===== config.mk =====
export PLATFORM = sky130hd
export DESIGN_NAME = uart_tx_fifo
export DESIGN_NICKNAME = d
export VERILOG_FILES = /design/src/rtl/uart_tx_fifo.sv
export SDC_FILE = /design/constraint.sdc
export NUM_CORES = 1
export LEC_CHECK = 0
export ABC_AREA = 1
export BUFFER_PORTS_ARGS = -buffer_cell sky130_fd_sc_hd__buf_2
export CORE_UTILIZATION = 60
export DETAILED_ROUTE_END_ITERATION = 10
export PLACE_DENSITY = 0.78
export SKIP_LAST_GASP = 1
export SLEW_MARGIN = 15
export SYNTH_ARGS = -nofsm -noshare
export SYNTH_HDL_FRONTEND = slang
export SYNTH_SLANG_ARGS = --single-unit

===== constraint.sdc =====
create_clock -name clk -period 2.6 [get_ports clk]
set_input_delay 0.13 -clock clk [delete_from_list [all_inputs] [get_ports clk]]
set_output_delay 0.13 -clock clk [all_outputs]
set_load 0.05 [all_outputs]

===== src/rtl/uart_tx_fifo.sv =====
// Transmit byte FIFO and start/done sequencer feeding a UART transmitter.
// Bytes are queued on single-cycle pushes and issued one at a time, each start waiting for the previous done.
module uart_tx_fifo #(
   parameter int unsigned NB_DATA    = 8,
   parameter int unsigned DEPTH_LOG2 = 4
) (
   input  logic                  clk,
   input  logic                  rst,
   input  logic                  i_push,
   input  logic [NB_DATA-1:0]    i_data,
   input  logic                  i_clr_ovf,
   input  logic                  i_txdone,
   output logic                  o_tx_start,
   output logic [NB_DATA-1:0]    o_tx_data,
   output logic                  o_full,
   output logic                  o_empty,
   output logic [DEPTH_LOG2:0]   o_count,
   output logic                  o_overflow,
   output logic                  o_busy
);

   localparam int unsigned DEPTH  = 1 << DEPTH_LOG2;
   localparam int unsigned NB_CNT = DEPTH_LOG2 + 1;

   typedef enum logic {
      ST_IDLE = 1'b0,
      ST_WAIT = 1'b1
   } state_t;

   state_t                 state_q, state_d;
   logic [DEPTH_LOG2-1:0]  wptr_q, wptr_d;
   logic [DEPTH_LOG2-1:0]  rptr_q, rptr_d;
   logic [NB_CNT-1:0]      count_q, count_d;
   logic                   tx_start_q, tx_start_d;
   logic [NB_DATA-1:0]     tx_data_q, tx_data_d;
   logic                   ovf_q, ovf_d;
   logic [NB_DATA-1:0]     mem_q [DEPTH];

   logic                   full_c;
   logic                   pop_c;
   logic                   push_ok_c;
   logic                   drop_c;

   // Pop decision looks only at the registered count, so a same-cycle push is never popped.
   assign full_c    = (count_q == NB_CNT'(DEPTH));
   assign pop_c     = (state_q == ST_IDLE) && (count_q != '0);
   assign push_ok_c = i_push && (!full_c || pop_c);
   assign drop_c    = i_push && full_c && !pop_c;

   always_comb begin
      state_d    = state_q;
      wptr_d     = wptr_q;
      rptr_d     = rptr_q;
      count_d    = count_q;
      tx_start_d = 1'b0;
      tx_data_d  = tx_data_q;
      ovf_d      = ovf_q;

      case (state_q)
         ST_IDLE: begin
            if (pop_c) begin
               rptr_d     = rptr_q + DEPTH_LOG2'(1);
               tx_data_d  = mem_q[rptr_q];
               tx_start_d = 1'b1;
               state_d    = ST_WAIT;
            end
         end
         ST_WAIT: begin
            if (i_txdone) begin
               state_d = ST_IDLE;
            end
         end
         default: state_d = ST_IDLE;
      endcase

      if (push_ok_c) begin
         wptr_d = wptr_q + DEPTH_LOG2'(1);
      end

      case ({push_ok_c, pop_c})
         2'b10:   count_d = count_q + NB_CNT'(1);
         2'b01:   count_d = count_q - NB_CNT'(1);
         default: count_d = count_q;
      endcase

      // A dropped push outranks a same-cycle clear.
      if (drop_c) begin
         ovf_d = 1'b1;
      end else if (i_clr_ovf) begin
         ovf_d = 1'b0;
      end
   end

   always_ff @(posedge clk or posedge rst) begin
      if (rst) begin
         state_q    <= ST_IDLE;
         wptr_q     <= '0;
         rptr_q     <= '0;
         count_q    <= '0;
         tx_start_q <= 1'b0;
         tx_data_q  <= '0;
         ovf_q      <= 1'b0;
      end else begin
         state_q    <= state_d;
         wptr_q     <= wptr_d;
         rptr_q     <= rptr_d;
         count_q    <= count_d;
         tx_start_q <= tx_start_d;
         tx_data_q  <= tx_data_d;
         ovf_q      <= ovf_d;
      end
   end

   // Storage array carries no reset; only the pointers and count define validity.
   always_ff @(posedge clk) begin
      if (push_ok_c) begin
         mem_q[wptr_q] <= i_data;
      end
   end

   assign o_tx_start = tx_start_q;
   assign o_tx_data  = tx_data_q;
   assign o_full     = full_c;
   assign o_empty    = (count_q == '0);
   assign o_count    = count_q;
   assign o_overflow = ovf_q;
   assign o_busy     = (state_q == ST_WAIT);

endmodule


==> out/results.ini <==
[cells_and_area]
drive_gt1_share_pct=12.21
layoutNonFillerInstCount=869
layout_commonest_cell=nand2_1
antennaDiodeCount=0
fin_nets=738
final_util_pct=71.02
area_growth_pct=14.06
n_fill_cell=748
final_cell_mix=222 x nand2_1, 128 x edfxtp_1, 116 x inv_1, 103 x nand3_1, 30 x buf_2

[floorplan]
die-area_um2=11780
rows=38
design.core.area_um2=10940
ios=31
die_h_um=108.5
start_util_pct=62.27
die_x_um=108.5

[power]
p_leak_nw=3.508
vdd_drop_max_mv=1.026
p_per_area_nw_per_um2=1204

[logic_synthesis]
ys_top_cells_by_area=edfxtp_1 56%, nand2_1 12%, dfrtp_1 8.8%, nand3_1 7.6%, inv_1 6.4%
syn-cell-area_um2=6809
syn_nets=698
ys_types=24
netlist.area_leader.share_pct=56.45
synth-seq-cells=152
synth.largest_area_cell=edfxtp_1
ys_seq_area_share_pct=65.27
yosysWarnings=0
netlist_instances=676
syn-mean-instance-area_um2=10.07

[sta]
skew_ns=0.01156
hold_viol_final=0
finalSetupViolations=0
period_needed_ns=2.300
fin_crit_sh_pct=88.47
tns_ns=0
rsz0062_at_grt=no
fmax_mhz=434.8
hold_slack_ns=0.1549
setup_ws_ns=0.2998
drv_slew=0
slew_headroom_pct=39.87
worst_slew_pin_slew_ns=0.9010

[hold_path]
hold_end=wptr_q[1]
holdPathStages=4
hold_path.class=input port to flip-flop
min_from=i_push

[route]
antenna_left=0
drt_iter0_drc=525
met1_length_mm=6.072
via_per_inst=5.409
wl_per_cell_um=16.95
wl_met3_mm=1.085
via_count=4700
top_layer=met4
firstDrtPassIters=7
drt-total-wl_mm=14.73
wl_met2_mm=7.312
post-route-drc-count=0

[setup_path]
required_ns=2.95
r2r_cells=15
cp_slowest_cell=dfrtp_2
slowest_delay_ns=0.44
r2r_start=o_count[1]
worstSetupPathType=flip-flop to flip-flop
path_cells=nor2_2 > nand2_2 > nor2_4 > a21oi_4 > inv_1 > ha_2 > xor2_1 > ha_1 > inv_1 > nand2_1 > nand3_1 > nand2_1 > xor2_1 > nand2_1 > nand2_1
end_kind=flip-flop
crit_arrival_ns=2.65
cp_max_fo=10
r2r_end=o_count[4]
cp_common_cell=nand2_1
ff2ff_setup_slack_ns=0.30
startpoint_type=flip-flop

[global_routing]
overflow=0
grt_pass1_vias=4737
grt_max_degree=67
antenna_found_initial=0
grt_usage_pct=27.45
grt_pass1_wl_mm=23.36

[clocking]
htree_levels=4
root_buffer=clkbuf_16
cts_tree=yes
cts.sinks=152
clk_pin_slew_worst_paths_ns=0.06
cts_buffers=17
ctsResizeCount=0
clock_path_buffers=2
clk_latency_ns=0.42

[run]
drv_cap=0

[placement]
post-place-ws_ns=0.3384
portBuffers=30
gp_congestion=0.8984
dp_cells=833
hpwlAfterDp_mm=9.435

[run_status]
status=completed

## registers in the layout, summed over array words and instances, names as in the netlist
name        cells
o_tx_start      1
mem_q         128
o_overflow      1
o_tx_data       8
o_busy          1
o_count         5
wptr_q          4
rptr_q          4
## synth_stat cells (all sizes together)
library cell	count
o21ai	8
nor2	20
edfxtp	128
xnor2	1
inv	117
ha	9
buf	27
nand2	224
nand3	103
a21oi	2
clkinv	2
xor2	9
o21bai	1
dfrtp	24
a21boi	1
## power breakdown
| group | switching [W] | total [W] | internal (W) |
|---|---|---|---|
| clock | 0.000936 | 0.00267 | 0.00173 |
| combinational | 0.00246 | 0.00343 | 0.000966 |
| sequential | 0.000215 | 0.00326 | 0.00304 |
| total | 0.00361 | 0.00935 | 0.00574 |
## per-layer routing
layer  GRT usage [%]  up-vias
met1           36.09     2262
li1                -     2236
met2           44.03      176
met5               0        -
met3           6.450       26
met4           11.39        0
## cell families after synthesis
logic type | Yosys count | synth area share, %
AO/OA/AOI/OAI | 12 | 1.176
buffers and inverters | 146 | 9.408
flip-flops | 152 | 65.27
XOR/XNOR | 10 | 1.286
adder cells (fa/ha/maj) | 9 | 1.654
AND/OR/NAND/NOR | 347 | 21.21
## critical path: cells and delay by family, from the launching register on
family | cells | cell delay [ns]
compound gates | 1 | 0.12
xor+xnor | 2 | 0.35
fa+ha+maj | 2 | 0.41
buf+inv | 2 | 0.14
flops | 1 | 0.44
simple gates | 8 | 0.76
## worst max-delay path by stage
stage | start | endpoint | slack, ns | cells after the start
3_5_place_dp | o_count[1] | o_count[4] | 0.34 | 15
3_3_place_gp | o_count[1] | o_count[4] | 0.44 | 15
6_report | o_count[1] | o_count[4] | 0.30 | 15
4_1_cts | o_count[1] | o_count[4] | 0.31 | 15
2_1_floorplan | o_count[4] | o_count[4] | 0.01 | 14
5_1_grt | o_count[1] | o_count[4] | 0.06 | 15
## metrics by stage
step / cell area (um^2) / power, W
finish: 7766 / 0.009351
global route: 7766 / 0.009852
CTS: 7766 / 0.009317
detailed placement: 7079 / 0.006655
global placement: 7079 / 0.006553
floorplan: 6829 / 0.005875
## cell type report
class | count | area (um^2) | share of cell area, %
Inverter | 119 | 446.7 | 5.752
Clock inverter | 12 | 200.2 | 2.578
Timing Repair Buffer | 48 | 307.8 | 3.963
Tap cell | 140 | 175.2 | 2.256
Clock buffer | 20 | 446.7 | 5.752
Sequential cell | 152 | 4451 | 57.31
Multi-Input combinational cell | 378 | 1739 | 22.39
## repair_timing
action                                 CTS  global route
hold buffers                             4             0
endpoints found under the hold margin   26             0
buffers inserted                         0             0
(Power assumes the default switching activity.)
